<file path="config.mk">
export PLATFORM = sky130hd
export DESIGN_NAME = multi_cycle_sub
export DESIGN_NICKNAME = d
export VERILOG_FILES = /design/src/rtl/measure_pkg.sv /design/src/rtl/multi_cycle_sub_seg_sub.sv /design/src/rtl/multi_cycle_sub.sv
export SDC_FILE = /design/constraint.sdc
export NUM_CORES = 1
export LEC_CHECK = 0
export BUFFER_PORTS_ARGS = -buffer_cell sky130_fd_sc_hd__buf_2
export CAP_MARGIN = 25
export CORE_ASPECT_RATIO = 0.6
export CORE_MARGIN = 1.5
export CORE_UTILIZATION = 40
export CTS_CLUSTER_DIAMETER = 40
export CTS_CLUSTER_SIZE = 14
export DETAILED_ROUTE_END_ITERATION = 7
export MAX_ROUTING_LAYER = met4
export PLACE_DENSITY_LB_ADDON = 0.3
export SYNTH_ARGS = -nofsm -noshare
export SYNTH_HDL_FRONTEND = slang
export SYNTH_HIERARCHICAL = 1
export SYNTH_SLANG_ARGS = --single-unit
export TNS_END_PERCENT = 20
</file>
<file path="constraint.sdc">
create_clock -name clk_i -period 5.1 [get_ports clk_i]
set_input_delay 0.51 -clock clk_i [delete_from_list [all_inputs] [get_ports clk_i]]
set_output_delay 0.51 -clock clk_i [all_outputs]
set_load 0.01 [all_outputs]
</file>
<file path="src/rtl/measure_pkg.sv">
// Shared types for the measure unit arithmetic blocks.
package measure_pkg;

    typedef enum logic [1:0] {
        SUB_IDLE,
        SUB_SUB,
        SUB_NEG,
        SUB_DONE
    } sub_state_e;

    localparam int SEG_W_DEFAULT = 16;
    localparam int WIDTH_DEFAULT = 32;

endpackage

</file>
<file path="src/rtl/multi_cycle_sub_seg_sub.sv">
// One segment of the subtractor: d = a - b - bin, combinational, with borrow out.
module seg_sub #(
    parameter int SEG_W = 16
) (
    input  logic [SEG_W-1:0] a_i,
    input  logic [SEG_W-1:0] b_i,
    input  logic             bin_i,
    output logic [SEG_W-1:0] d_o,
    output logic             bout_o
);

    logic [SEG_W:0] full;

    // One extra bit: the result never exceeds 2^SEG_W in magnitude, so the top bit is the borrow.
    assign full   = {1'b0, a_i} - {1'b0, b_i} - {{SEG_W{1'b0}}, bin_i};
    assign d_o    = full[SEG_W-1:0];
    assign bout_o = full[SEG_W];

endmodule

</file>
<file path="src/rtl/multi_cycle_sub.sv">
// Segmented a-b (optionally |a-b|), one SEG_W slice per cycle, LSB first; NSEG or 2*NSEG cycles to valid_o.
// Accepts only when idle; result and sign are held in DONE until ready_i.
module multi_cycle_sub
    import measure_pkg::*;
#(
    parameter int WIDTH = WIDTH_DEFAULT,
    parameter int SEG_W = SEG_W_DEFAULT
) (
    input  logic             clk_i,
    input  logic             rst_ni,
    input  logic             valid_i,
    output logic             ready_o,
    input  logic [WIDTH-1:0] a_i,
    input  logic [WIDTH-1:0] b_i,
    input  logic             abs_i,
    output logic             valid_o,
    input  logic             ready_i,
    output logic [WIDTH-1:0] diff_o,
    output logic             neg_o
);

    localparam int NSEG  = WIDTH / SEG_W;
    localparam int IDX_W = (NSEG > 1) ? $clog2(NSEG) : 1;
    localparam logic [IDX_W-1:0] LAST_IDX = IDX_W'(NSEG - 1);

    sub_state_e       state_q, state_d;
    logic [WIDTH-1:0] a_q, a_d;
    logic [WIDTH-1:0] b_q, b_d;
    logic [WIDTH-1:0] diff_q, diff_d;
    logic             abs_q, abs_d;
    logic             neg_q, neg_d;
    logic             borrow_q, borrow_d;
    logic             valid_q, valid_d;
    logic [IDX_W-1:0] idx_q, idx_d;

    logic [SEG_W-1:0] seg_a;
    logic [SEG_W-1:0] seg_b;
    logic [SEG_W-1:0] seg_d;
    logic             seg_bout;
    logic             last_seg;

    assign last_seg = (idx_q == LAST_IDX);

    // SUB uses the operand slices; NEG reuses the same unit as 0 - diff slice.
    always_comb begin
        seg_a = '0;
        seg_b = '0;
        case (state_q)
            SUB_SUB: begin
                seg_a = a_q[idx_q*SEG_W +: SEG_W];
                seg_b = b_q[idx_q*SEG_W +: SEG_W];
            end
            SUB_NEG: begin
                seg_b = diff_q[idx_q*SEG_W +: SEG_W];
            end
            default: ;
        endcase
    end

    seg_sub #(
        .SEG_W (SEG_W)
    ) u_seg_sub (
        .a_i    (seg_a),
        .b_i    (seg_b),
        .bin_i  (borrow_q),
        .d_o    (seg_d),
        .bout_o (seg_bout)
    );

    always_comb begin
        state_d  = state_q;
        a_d      = a_q;
        b_d      = b_q;
        abs_d    = abs_q;
        diff_d   = diff_q;
        neg_d    = neg_q;
        borrow_d = borrow_q;
        valid_d  = valid_q;
        idx_d    = idx_q;
        case (state_q)
            SUB_IDLE: begin
                if (valid_i) begin
                    a_d      = a_i;
                    b_d      = b_i;
                    abs_d    = abs_i;
                    borrow_d = 1'b0;
                    idx_d    = '0;
                    state_d  = SUB_SUB;
                end
            end
            SUB_SUB: begin
                diff_d[idx_q*SEG_W +: SEG_W] = seg_d;
                borrow_d = seg_bout;
                idx_d    = idx_q + 1'b1;
                if (last_seg) begin
                    neg_d = seg_bout;
                    idx_d = '0;
                    if (abs_q && seg_bout) begin
                        borrow_d = 1'b0;
                        state_d  = SUB_NEG;
                    end else begin
                        valid_d = 1'b1;
                        state_d = SUB_DONE;
                    end
                end
            end
            SUB_NEG: begin
                diff_d[idx_q*SEG_W +: SEG_W] = seg_d;
                borrow_d = seg_bout;
                idx_d    = idx_q + 1'b1;
                if (last_seg) begin
                    idx_d   = '0;
                    valid_d = 1'b1;
                    state_d = SUB_DONE;
                end
            end
            SUB_DONE: begin
                if (ready_i) begin
                    valid_d = 1'b0;
                    state_d = SUB_IDLE;
                end
            end
            default: state_d = SUB_IDLE;
        endcase
    end

    always_ff @(posedge clk_i or negedge rst_ni) begin
        if (!rst_ni) begin
            state_q  <= SUB_IDLE;
            a_q      <= '0;
            b_q      <= '0;
            abs_q    <= 1'b0;
            diff_q   <= '0;
            neg_q    <= 1'b0;
            borrow_q <= 1'b0;
            valid_q  <= 1'b0;
            idx_q    <= '0;
        end else begin
            state_q  <= state_d;
            a_q      <= a_d;
            b_q      <= b_d;
            abs_q    <= abs_d;
            diff_q   <= diff_d;
            neg_q    <= neg_d;
            borrow_q <= borrow_d;
            valid_q  <= valid_d;
            idx_q    <= idx_d;
        end
    end

    assign ready_o = (state_q == SUB_IDLE);
    assign valid_o = valid_q;
    assign diff_o  = diff_q;
    assign neg_o   = neg_q;

endmodule

</file>
# [Word level (Yosys, flattened, before mapping)]
# Index checks and enable logic that the tools add are counted.
# Widths: inputs -> output; s select.
[totals] register_bits=103 input_bits=69 out_inout_bits=35 word_cells=58
[op_classes] n_addsub=4 n_eq_ne=8 shift=5 muxes=20 n_reduce_logical=12
[op_table] operator="$shiftx 32x6->16" n=3
[op_table] operator="$neg 5->34" n=1
[op_table] operator="$shift 16x34->32 const A" n=1
[op_table] operator="$shiftx 16x34->32" n=1
[op_table] operator="$bwmux 32" n=1
[op_table] operator="$pmux 16 s2" n=1
[op_table] operator="$sub 16x16->17" n=1
[op_table] operator="$sub 17x1->17" n=1
[op_table] operator="$mux 16" n=1
[op_table] operator="$ne 2x2->1 const B" n=5
[op_table] operator="$mux 1" n=9
[op_table] operator="$mux 2" n=4
[op_table] operator="$pmux 2 s4" n=1
[op_table] operator="$reduce_and 2->1" n=4
[op_table] operator="$pmux 1 s3" n=2
[op_table] operator="$reduce_bool 3->1" n=2
[op_table] operator="$reduce_and 5->1" n=1
[op_table] operator="$eq 2x2->1 const B" n=2
[op_table] operator="$reduce_and 4->1" n=1
[op_table] operator="$eq 2x1->1 const B" n=1
[op_table] operator="$logic_not 2->1" n=1
[op_table] operator="$pmux 1 s2" n=1
[op_table] operator="$reduce_bool 2->1" n=1
[op_table] operator="$reduce_or 2->1" n=1
[op_table] operator="other kinds (2)" n=2

# [Longest topological paths before layout]
[logic_depth] word_depth=8 ltp_mapped=18

# [Cells and area by module]
# Netlist, hierarchy kept.
[modules_own_cells] mod="multi_cycle_sub" n_inst=1 cells_per_inst=320 area_per_inst_um2=4813.4 seq_area_each_um2=2577.5
[modules_own_cells] mod="seg_sub" n_inst=1 cells_per_inst=174 area_per_inst_um2=1224.9 seq_area_each_um2=0.0

# [Worst setup path after synthesis]
# OpenSTA, ideal clock, no wires.
[synth_path] path_type="reg2reg" start="register state_q[0]" end="register state_q[0]" t_arrival_ns=3.681 slack_ns=1.297 path_stages_with_launch=18 path_buffers=2 period_less_slack_ns=3.803 cell_sequence="dfrtp_1 -> inv_1 -> ha_1 -> buf_6 -> buf_12 -> mux4_2 -> and2_1 -> ha_1 -> inv_1 -> ha_1 -> a211oi_1 -> nor2_1 -> o41a_1 -> a211o_2 -> nand3_1 -> a21bo_2 -> nand4_1 -> o2bb2ai_1"
[synth_via] elab_chain_len=8 elab_cells_between_ends=17 cone_classes="add/sub (2); eq/ne (7); mux (5); reduce/logical (3)"
[synth_lines] item="from (decl)" line_no="multi_cycle_sub.sv:26" source="sub_state_e state_q, state_d;"
[synth_lines] item="from (signal assigned)" line_no="multi_cycle_sub.sv:139" source="state_q <= state_d;"
[synth_lines] item="$eq 2x2->1 / $eq 2x1->1 (equally long branches)" line_no="multi_cycle_sub.sv:48" source="case (state_q)"
[synth_lines] item="$pmux 16 s2 (*)" line_no="multi_cycle_sub.sv:48"
[synth_lines] item="via seg_b[9]" line_no="multi_cycle_sub.sv:37" source="logic [SEG_W-1:0] seg_b;"
[synth_lines] item="$sub 16x16->17 (*)" line_no="multi_cycle_sub_seg_sub.sv:15" source="assign full = {1'b0, a_i} - {1'b0, b_i} - {{SEG_W{1'b0}}, bin_i};"
[synth_lines] item="$sub 17x1->17 (*)" line_no="multi_cycle_sub_seg_sub.sv:15"
[synth_lines] item="via seg_bout" line_no="multi_cycle_sub.sv:39" source="logic seg_bout;"
[synth_lines] item="$logic_and 1x1->1 (*)" line_no="multi_cycle_sub.sv:98" source="if (abs_q && seg_bout) begin"
[synth_lines] item="$mux 1 (*)" line_no="multi_cycle_sub.sv:98"
[synth_lines] item="$mux 2 (*)" line_no="multi_cycle_sub.sv:95" source="if (last_seg) begin"
[synth_lines] item="$pmux 2 s4 (*)" line_no="multi_cycle_sub.sv:80" source="case (state_q)"
# The timed path passes the listed nets; every way through them passes the cells marked *. The select of a mux whose other input is x is not followed.
# A chain may end at the register's enable or synchronous reset.

# [Worst setup path after layout]
# Same ends and word-level chain as after synthesis.

==> results summary <==
Clock-pin slew was measured on the worst setup and hold paths at 0.07 ns. The initial antenna violation count came to 0. The worst path arrival time is 4.68 ns.

The root buffer cell chosen for the clock tree is sky130_fd_sc_hd__clkbuf_16. The via count of the first global-routing pass came out at 4240. The number of buffers inserted during clock tree synthesis came out at 9.

The worst-path maximum fanout came out at 11. The required time reported for the critical path endpoint is 5.33 ns. The post-CTS setup-driven buffer insertion count came out at 0.

Measured against its own limit, the worst slew margin works out to 44.8%. The average size of a mapped cell came out at 12.2 um^2. The number of buffers between clock root and the deepest sink is 2. The setup total negative slack is 0 ns. The wire length of the first global-routing pass is 22100 um. The synthesized instance count is 494. The worst setup skew after layout is 0.0127 ns. The TritonCTS clock tree is built. After clock tree synthesis, the flow added hold-fix buffers numbering 0. The detailed-placement wirelength estimate is 10100 um. The remaining number of nets flagged by the antenna check after routing is 0. The first TritonRoute pass finished after 4 iterations. The total of fill cells in the finished design is 1347. Measured along the x axis, the die boundary spans 162 um. The post-CTS resize count came out at 0. The flow ran to the end, and the final reports show no timing, DRC or antenna violations. The number of distinct library cell variants in the gate-level netlist after synthesis came out at 56.

0 antenna diodes ended up in the layout. The initialized floorplan defines 34 standard-cell rows. The total nets after synthesis came out at 603. The number of nets in the layout came out at 701. After synthesis, the share of flip-flops with an asynchronous set or reset is 100%. Among all flip-flop cells after synthesis, the most frequent one is sky130_fd_sc_hd__dfrtp_1. The post-detailed-route via-to-cell ratio came out at 5.12.

The final critical delay including setup and external delays is 4.45 ns. The worst setup path is captured at a register. The critical path is of the register to register type.

Setup violations remaining at the end of the flow were counted as 0. The number of warning messages in the yosys log came out at 6. The source-to-sink clock delay at the later pin of the worst-skew pair is 0.35 ns. Routability-driven placement finished with a final weighted congestion of 0.840. The number of DRC markers after the initial detailed-route iteration is 261.

Buffers placed on the I/O ports in this run total 103. Across every metal layer, demand over resource in global routing totals 18.4%. The I/O pin count came out at 104. Setup repair after global routing left no endpoint under its margin. The number of vias in the routed layout is 4072.

The tool flagged a number of max-cap violations equal to 0. The overall routed net length came out at 13300 um. The maximum level of the CTS H-tree came out at 3.

The synthesized design contains 0 enable-type register cells. STA classifies the critical path startpoint as a register. The die area came out at 15900 um^2. The starting utilization of the core area came out at 41.3%.

The floorplan core area came out at 14600 um^2. The chip height came out at 98.2 um. The average wire per standard cell came out at 16.8 um. The synthesized design contains 103 register bits.

The cell area that synthesis handed to floorplanning was 6040 um^2. The worst hold path belongs to the class input pin to asynchronous set/reset pin. The final max-slew violation count came out at 0. In the routed design, unresolved DRC markers number 0. The register area share after synthesis came out at 42.7%.

At the pin with the least slew margin, the transition time is 0.829 ns. The total congestion overflow is 0. The sink count of the clock tree came out at 103. The period utilization came out at 87.3%.

The layout overhead on the synthesized area is 16.0%. The final hold violation count came to 0. The layout cell share with drive strength beyond 1 is 40.7%.

The maximum achievable frequency is 0.224 GHz. Entering global routing, the biggest net connects 53 pins.
[cells by family after synthesis]
| kind of cell | synth area share [%] |
|---|---|
| and+or+nand+nor | 7.38 |
| buffers and inverters | 5.49 |
| xor gates and xnor gates | 1.60 |
| adders and majority gates | 8.54 |
| muxes | 27.6 |
| DFF | 42.7 |
| AOI/OAI and AO/OA | 6.69 |
[per-layer routing]
metal  up-vias  share of wire (%)  GRT usage, %
met3         4                4.3          3.95
met1      2032                 49          25.1
li1       1942                  -             -
met4         0               0.43          4.38
met5         -                  0             -
met2        94                 46          28.0
[layout by cell type, fill, tap and decap left out, drive strengths merged, types with 3 or more instances in the layout]
master / count
and2: 16
nand2: 12
a21oi: 13
mux2i: 17
xnor2: 9
or2: 3
nand2b: 4
mux4: 16
inv: 55
a21o: 3
buf: 108
nor2: 6
ha: 38
dfrtp: 103
nand3: 7
a311oi: 3
o21ai: 11
nor2b: 19
clkbuf: 12
mux2: 99
[sequential cells by signal, indices dropped and copies added, names as in the netlist]
register,cells
b_q,32
a_q,32
diff_o,32
idx_q,1
neg_o,1
valid_o,1
borrow_q,1
abs_q,1
state_q,2
[final cells by class]
cell class | count | area [um^2] | share of cell area [%]
Clock inverter | 4 | 32.5 | 0.465
Timing Repair Buffer | 108 | 568 | 8.11
Multi-Input combinational cell | 315 | 3130 | 44.7
Clock buffer | 12 | 236 | 3.38
Tap cell | 198 | 248 | 3.54
Sequential cell | 103 | 2580 | 36.8
Inverter | 55 | 206 | 2.95
[worst max-delay path, cell delays in order, from the launching register on]
cell and delay [ns]:
sky130_fd_sc_hd__dfrtp_1 0.45, sky130_fd_sc_hd__inv_1 0.19, sky130_fd_sc_hd__ha_1 0.48, sky130_fd_sc_hd__buf_12 0.22, sky130_fd_sc_hd__mux4_2 0.50, sky130_fd_sc_hd__and2_1 0.17, sky130_fd_sc_hd__ha_1 0.27, sky130_fd_sc_hd__inv_1 0.04
sky130_fd_sc_hd__ha_1 0.36, sky130_fd_sc_hd__a211oi_1 0.26, sky130_fd_sc_hd__nor2_1 0.10, sky130_fd_sc_hd__o41a_1 0.37, sky130_fd_sc_hd__a211o_2 0.32, sky130_fd_sc_hd__nand3_1 0.17, sky130_fd_sc_hd__a21bo_2 0.17, sky130_fd_sc_hd__nand4_1 0.10
sky130_fd_sc_hd__o2bb2ai_1 0.16
[final timing paths]
check                              to  slack (ns)  startpoint  cells after the start
hold reg to reg                b_q[1]        0.50      b_q[1]                      1
max in group asynchronous       idx_q        3.74      rst_ni                      2
setup reg to reg           state_q[0]        0.65  state_q[0]                     16
min in group clk_i             b_q[4]        0.39      b_i[4]                      2
setup / recovery           state_q[0]        0.65  state_q[0]                     16
hold / removal                 a_q[8]        0.19      rst_ni                      1
[synthesized netlist by cell type (5+ instances only)]
library cell               instances  share of area [%]
sky130_fd_sc_hd__o21ai_0          11               0.91
sky130_fd_sc_hd__and2_1           16                1.7
sky130_fd_sc_hd__ha_1             38                7.9
sky130_fd_sc_hd__dfrtp_1         103                 43
sky130_fd_sc_hd__nand2_1          11               0.68
sky130_fd_sc_hd__mux2i_1          17                2.8
sky130_fd_sc_hd__mux4_2           10                3.7
sky130_fd_sc_hd__buf_2            12               0.99
sky130_fd_sc_hd__nor2b_1          19                2.0
sky130_fd_sc_hd__xnor2_1           9                1.3
sky130_fd_sc_hd__a21oi_1          13                1.1
sky130_fd_sc_hd__inv_1            55                3.4
sky130_fd_sc_hd__nor2_1            6               0.37
sky130_fd_sc_hd__mux2_2           99                 18
sky130_fd_sc_hd__mux4_1            6                2.6
sky130_fd_sc_hd__nand3_1           7               0.58
sky130_fd_sc_hd__clkbuf_1          5               0.31
[per-stage QoR]
stage                     utilization [%]  setup slack (ns)  instances  cell area, um^2  hold slack, ns
after floorplan                         -              1.30        494             6040           0.214
after global placement               46.0             0.858        779             6730           0.487
after detailed placement             46.0             0.730        779             6730           0.492
after CTS                            47.8             0.679        795             7000           0.216
after global routing                 47.8             0.324        795             7000           0.234
final                                47.8             0.645        795             7000           0.188
Power is not shown: default switching activity piles up to over one toggle a cycle in this logic, so the estimate is an artifact.
